`src/rtl/redline_arbiter.sv`:
```
// Round-robin arbiter sharing one redline lookup unit between NREQ region checkers.
// A grant drives the unit, waits RL_LAT cycles, then returns the result with a one-cycle ack.
module redline_arbiter #(
  parameter int NREQ   = 4,
  parameter int RL_LAT = 2,
  parameter int GW     = $clog2(NREQ)
) (
  input  logic              clk,
  input  logic              clear,
  input  logic [NREQ-1:0]   req,
  input  logic [10*NREQ-1:0] req_x,
  input  logic [10*NREQ-1:0] req_y,
  input  logic [NREQ-1:0]   req_dir,
  output logic [NREQ-1:0]   ack,
  output logic              resp_exist,
  output logic [9:0]        resp_value,
  output logic [9:0]        redline_x_ball,
  output logic [9:0]        redline_y_ball,
  output logic              redline_dir,
  input  logic              redline_exist,
  input  logic [9:0]        redline_value,
  output logic              busy,
  output logic [GW-1:0]     gnt_id
);

  // state | meaning
  // IDLE  | pick next requester round-robin, latch its ball position and direction
  // WAIT  | redline inputs held; down-counter runs to terminal count, then result captured
  // ACK   | one-cycle ack to the granted requester, rotate priority
  typedef enum logic [1:0] {
    S_IDLE = 2'd0,
    S_WAIT = 2'd1,
    S_ACK  = 2'd2
  } state_t;

  localparam int CW = (RL_LAT > 1) ? $clog2(RL_LAT) : 1;
  localparam logic [CW-1:0] CNT_LOAD  = CW'(RL_LAT - 1);
  localparam logic [GW-1:0] LAST_INIT = GW'(NREQ - 1);

  state_t        state;
  logic [CW-1:0] wait_cnt;
  logic [GW-1:0] last_grant;

  logic          pick_valid;
  logic [GW-1:0] pick_idx;
  logic [GW-1:0] scan_idx;

  logic [9:0] x_arr [NREQ];
  logic [9:0] y_arr [NREQ];

  for (genvar i = 0; i < NREQ; i++) begin : g_unpack
    assign x_arr[i] = req_x[10*i +: 10];
    assign y_arr[i] = req_y[10*i +: 10];
  end

  // Scan from the farthest candidate down to last_grant+1 so the nearest one wins.
  always_comb begin
    pick_valid = 1'b0;
    pick_idx   = '0;
    scan_idx   = '0;
    for (int k = NREQ; k >= 1; k--) begin
      scan_idx = GW'((int'(last_grant) + k) % NREQ);
      if (req[scan_idx]) begin
        pick_valid = 1'b1;
        pick_idx   = scan_idx;
      end
    end
  end

  assign busy = (state != S_IDLE);

  always_ff @(posedge clk or posedge clear) begin
    if (clear) begin
      state          <= S_IDLE;
      wait_cnt       <= '0;
      last_grant     <= LAST_INIT;
      ack            <= '0;
      resp_exist     <= 1'b0;
      resp_value     <= '0;
      redline_x_ball <= '0;
      redline_y_ball <= '0;
      redline_dir    <= 1'b0;
      gnt_id         <= '0;
    end else begin
      ack <= '0;
      case (state)
        S_IDLE: begin
          if (pick_valid) begin
            redline_x_ball <= x_arr[pick_idx];
            redline_y_ball <= y_arr[pick_idx];
            redline_dir    <= req_dir[pick_idx];
            gnt_id         <= pick_idx;
            wait_cnt       <= CNT_LOAD;
            state          <= S_WAIT;
          end
        end
        S_WAIT: begin
          if (wait_cnt == '0) begin
            resp_exist   <= redline_exist;
            resp_value   <= redline_value;
            ack[gnt_id]  <= 1'b1;
            state        <= S_ACK;
          end else begin
            wait_cnt <= wait_cnt - 1'b1;
          end
        end
        S_ACK: begin
          last_grant <= gnt_id;
          state      <= S_IDLE;
        end
        default: state <= S_IDLE;
      endcase
    end
  end

endmodule

```
`config.mk`:
```
export PLATFORM = sky130hd
export DESIGN_NAME = redline_arbiter
export DESIGN_NICKNAME = d
export VERILOG_FILES = /design/src/rtl/redline_arbiter.sv
export SDC_FILE = /design/constraint.sdc
export NUM_CORES = 1
export LEC_CHECK = 0
export CORE_MARGIN = 4
export CORE_UTILIZATION = 38
export DETAILED_ROUTE_END_ITERATION = 10
export HOLD_SLACK_MARGIN = 0.08
export PLACE_DENSITY_LB_ADDON = 0.05
export SETUP_SLACK_MARGIN = 0.15
export SKIP_LAST_GASP = 1
export SYNTH_ARGS = -nofsm -noshare
export SYNTH_HDL_FRONTEND = slang
export SYNTH_SLANG_ARGS = --single-unit
```
`constraint.sdc`:
```
create_clock -name clk -period 1.92 [get_ports clk]
set_clock_uncertainty 0.05 [all_clocks]
set_input_delay 0.288 -clock clk [delete_from_list [all_inputs] [get_ports clk]]
set_output_delay 0.288 -clock clk [all_outputs]
set_load 0.01 [all_outputs]
```
-- Word level (Yosys, flattened, before mapping)
Index checks and enable logic that the tools add are counted.
- add/sub/neg operators: 5
- order comparisons: 8
- equal/unequal tests: 4
- mux-type cells: 34
- bitwise logic cells: 2
- reductions and logical operators: 8
- operators with widths (cell ; number):
    binary-select mux 10 bit (select 2 bit) ; 2
    two-way mux 10 bit ; 4
    less-than comparator 2 x 3 -> 1 bit, second input constant ; 6
    two-way mux 1 bit ; 12
    two-way mux 2 bit ; 6
    binary-select mux 1 bit (select 2 bit) ; 5
    two-way mux 4 bit ; 2
    AND reduction 2 bit ; 4
    adder 2 x 1 -> 2 bit, second input constant ; 2
    adder 2 bit, second input constant ; 2
    inequality test 2 bit, second input constant ; 2
    one-hot mux 2 bit (2 select lines) ; 1
    nonzero test 2 bit ; 2
    greater-or-equal comparator 3 bit, second input constant ; 1
    inverter 2 -> 3 bit ; 1
    demux 1 bit (select 2 bit) ; 1
    equality test 2 x 1 -> 1 bit, second input constant ; 1
    equality test 2 bit, second input constant ; 1
    greater-or-equal comparator 2 x 1 -> 1 bit, second input constant ; 1
    zero test 2 bit ; 1
    one-hot mux 1 bit (2 select lines) ; 1
    logical AND 1 bit ; 1
    inverter 1 bit ; 1
    subtractor 1 bit, second input constant ; 1
- flip-flop bits (word level): 43
- bits of input ports: 101
- output and inout bits: 39
- word-level logic and storage cells: 71

-- Logic depth before layout (Yosys ltp)
- depth in word-level cells: 11
- gate-level depth with buffers: 7
- mapped depth without buffers: 5

-- Worst setup path after synthesis
No wires, ideal clock.
- path type: register -> register
- start: register last_grant[0]
- end: register redline_x_ball[5]
- setup time: 132 ps
- arrival: 1557 ps
- data required time: 1738 ps
- setup slack: 181 ps
- cell stages (with the launch flop): 8
- path buffers: 2
- period minus slack after synthesis: 1739 ps
- cells stage by stage: dfstp_2 -> nand2b_1 -> o21ai_1 -> a211oi_2 -> buf_4 -> buf_6 -> mux2i_1 -> o221ai_2
- word-level cells in the longest chain between the ends: 11
- elaborated cells between the ends (all ways): 25
- those cells by class: add/sub (4); mux (19); bitwise (1); reduce/logical (1)
- ends and longest elaborated chain (element ; RTL line ; text):
    start, declared ; 42 ; logic [GW-1:0] last_grant;
    start signal, assigned ; 108 ; last_grant <= gnt_id;
    adder 2 x 1 -> 2 bit ; 62 ; scan_idx = GW'((int'(last_grant) + k) % NREQ);
    binary-select mux 1 bit (select 2 bit) ; 63 ; if (req[scan_idx]) begin
    two-way mux 1 bit (not written as such) ; 63 ;
    two-way mux 2 bit (4 in a row) ; 63 ;
    inverter 2 -> 3 bit (not written as such) ; 89 ; redline_x_ball <= x_arr[pick_idx];
    binary-select mux 10 bit (select 2 bit) ; 89 ;
    two-way mux 10 bit (not written as such) (2 in a row) ; 89 ;
    end signal, assigned ; 89 ;
    end, declared ; 17 ; output logic [9:0] redline_x_ball,
Several ways; a longest one is shown, not always the timed one. The select of a mux whose other input is x is not followed.
A chain may end at the register's enable or synchronous reset.

-- Final worst setup path
- start: register last_grant[0]
- end: register redline_x_ball[9]
Same word-level chain as after synthesis.

==> metrics.md <==
| Metric | Value |
|---|---|
| First-pass GRT wire length | `11300 µm` |
| DP Cell Count | `416` |
| RSZ-0062 raised after global routing | `yes` |
| Post-placement setup slack | `-0.3335 ns` |
| Kind of critical path | `register to register` |
| Layout area overhead | `87.10%` |
| Ys flop type | `dfrtp_1` |
| Antenna Violating Nets Remaining | `0` |
| DRC viols | `0` |
| Final Critical Period | `1.952 ns` |
| WL per Instance | `16.87 µm` |
| FF-to-FF End | `redline_x_ball[9]$_DFFE_PP0P_` |
| Post-synthesis sequential area ratio | `0.4558` |
| Initial antenna violation count | `0` |
| Final Max Slew Viols | `0` |
| Arrival @ worst endpoint | `2.08 ns` |
| Commonest non-fill, non-tap cells in the layout | `clkdlybuf4s50_1 (136), dfrtp_1 (41), nand2_1 (25), mux2i_1 (21), o221ai_2 (20)` |
| R2r startpoint | `last_grant[0]$_DFFE_PP1N_` |
| Vias per inst | `5.012` |
| Yosys warns | `0` |
| Period utilisation layout | `1.017` |
| Share of layout cells above drive strength 1 | `0.2817` |
| Endpoints failing setup | `6` |
| Number of synthesized flops with an enable pin | `0` |
| Grt met1 use | `0.2450` |
| Fin. Hold Viols | `0` |
| GRT Residual Overflow | `0` |
| Register-to-Register Path Depth | `8` |
| Overall routing resource usage | `0.1907` |
| Worst min-delay path category | `input port to async pin` |
| Sink Count | `43` |
| Syn Area/Cell | `12.59 µm²` |
| Failing checks | `setup timing` |
| WP data required | `2.04 ns` |
| Final worst setup slack | `-0.03234 ns` |
| Port-buffer cells | `139` |
| Outcome | `complete, but fails checks` |
| Global Route met3 Usage | `0.06055` |
| Post-route setup TNS | `-0.06861 ns` |
| Hold_buf cts | `0` |
| VDD IR max | `0.7441 mV` |
| # H-tree levels | `2` |
| Fin cells | `430` |
| Power, Total | `6.430 mW` |
| RD Place Congestion | `0.7240` |
| CTS Buf Count | `5` |
| Clk_lat worst skew | `0.29 ns` |
| Root Buffer | `clkbuf_8` |
| Initial core utilization | `0.3949` |
| Total core area | `5991 µm²` |
| Vias in the first global route | `2303` |
| Largest net degree at the start of global routing | `21` |
| Cell row count | `28` |
| Post-synth ARST share | `1.000` |
| R2r setup slk | `-0.03 ns` |
| Critical Path Sink Type | `register` |
| Pre-antenna DRT Iters | `4` |
| Synthesized instance count | `188` |
| DIE HEIGHT | `86.91 µm` |
| Pwr dens | `1452 nW/µm²` |
| Post-Syn Area | `2366 µm²` |
| Ant diodes | `0` |
| Max cap viols | `0` |
| Netlist cell types | `30` |
| Initial DRC count | `74` |
| Dpl hpwl | `5461 µm` |
| Die Wd | `86.91 µm` |
| Clock-pin slew on the worst setup and hold paths | `0.09 ns` |
| Busiest layer in global routing | `met2` |
| Syn nets | `289` |
| F_max | `0.5122 GHz` |
| Final wirelength | `7255 µm` |
| Crit start category | `register` |
| Filler instances | `433` |
| Worst-path maximum fanout | `7` |
| GRT met2 Usage | `0.3209` |
| Final nets | `455` |
| CTS tree | `yes` |
| Maximum buffer depth of the clock tree | `2` |
| #FFs+latches synth | `43` |
| Io pins | `140` |
| Commonest non-fill, non-tap cell in the layout | `clkdlybuf4s50_1` |
| Rel. slew slack | `0.7003` |
| Via count | `2155` |
| Die Area | `7552 µm²` |
| Leakage power | `1.810 nW` |
| Worst-margin pin slew | `0.4489 ns` |
[sequential cells by signal, summed over array words and instances, names as in the netlist]
| register | flops |
|---|---|
| redline_x_ball | 10 |
| resp_exist | 1 |
| gnt_id | 2 |
| last_grant | 2 |
| resp_value | 10 |
| wait_cnt | 1 |
| state | 2 |
| ack | 4 |
| redline_dir | 1 |
| redline_y_ball | 10 |
[how the worst max path moves through the flow]
stage	from	end	depth (start not counted)
2_1_floorplan	last_grant[0]$_DFFE_PP1N_	redline_x_ball[5]$_DFFE_PP0P_	7
3_3_place_gp	req[3]	redline_y_ball[8]$_DFFE_PP0P_	8
3_5_place_dp	req[3]	redline_x_ball[2]$_DFFE_PP0P_	8
4_1_cts	last_grant[0]$_DFFE_PP1N_	redline_x_ball[9]$_DFFE_PP0P_	8
5_1_grt	last_grant[0]$_DFFE_PP1N_	redline_x_ball[9]$_DFFE_PP0P_	8
6_report	last_grant[0]$_DFFE_PP1N_	redline_x_ball[9]$_DFFE_PP0P_	8
[cell families (layout without fill, tap and decap cells)]
family	Yosys count	in the layout	share of synthesized area
AND/OR/NAND/NOR	45	45	0.09413
flip-flops	43	43	0.4558
buffers and inverters	15	182	0.05500
AO/OA/AOI/OAI	30	30	0.1555
multiplexers	55	55	0.2396
[cell type report]
| type | count | area [µm²] | share of cell area |
|---|---|---|---|
| clock buffer | 6 | 82.58 | 0.01865 |
| multi-input combinational | 130 | 1336 | 0.3019 |
| tap | 75 | 93.84 | 0.02120 |
| clock inverter | 2 | 16.27 | 0.003674 |
| sequential | 43 | 1079 | 0.2436 |
| timing repair buffer | 172 | 1812 | 0.4093 |
| inverter | 2 | 7.507 | 0.001696 |
[cell usage after synthesis (all sizes together), types with 2 or more instances]
master,n,area (µm²)
mux2i,42,420.4
dfrtp,41,1026
nand2,25,93.84
o221ai,21,309.1
mux2,13,146.4
buf,12,118.9
nor2,6,22.52
nand2b,5,38.78
a21oi,3,15.01
or2,3,21.27
dfstp,2,52.55
inv,2,7.510
nor4,2,18.77
o21a,2,15.01
o21ai,2,10.00
[per-layer routing]
metal | share of wire | up-vias | routed length [µm]
li1 | - | 1032 | -
met1 | 0.41 | 1044 | 2974
met2 | 0.51 | 77 | 3689
met3 | 0.078 | 2 | 567
met4 | 0.0033 | 0 | 24
met5 | 0 | - | 0
[power by group]
| group | leakage (nW) | switching [mW] | internal [mW] |
|---|---|---|---|
| registers | 0.524 | 0.278 | 1.37 |
| logic | 1.24 | 1.69 | 2.48 |
| clock network | 0.0474 | 0.327 | 0.294 |
| total | 1.81 | 2.29 | 4.14 |
[through the flow]
stage / utilization / cell area (µm²) / hold slack [ns]
after global placement: 0.6763 / 4051 / 0.4157
final: 0.7389 / 4427 / 0.2610
after global routing: 0.7389 / 4427 / 0.3087
after detailed placement: 0.6763 / 4051 / 0.4237
after floorplan: - / 2366 / 0.3727
after CTS: 0.7206 / 4317 / 0.2726
[repair_timing]
| action | CTS | global route |
|---|---|---|
| setup buffers | 3 | 1 |
| hold endpoints to repair | 0 | 0 |
| pin swaps | 10 | 2 |
| resized for setup | 30 | 13 |
| cloned | 1 | 1 |
| endpoints found under the setup margin | 22 | 21 |
[worst max-delay path, stage by stage, from the launching register on]
cell and delay [ns]:
dfstp_2 0.56, nand2b_4 0.13, o21ai_2 0.06, a211oi_4 0.28
buf_6 0.16, buf_16 0.13, buf_12 0.12, mux2i_4 0.22
o221ai_2 0.12
Power figures use the tool's default switching activity.
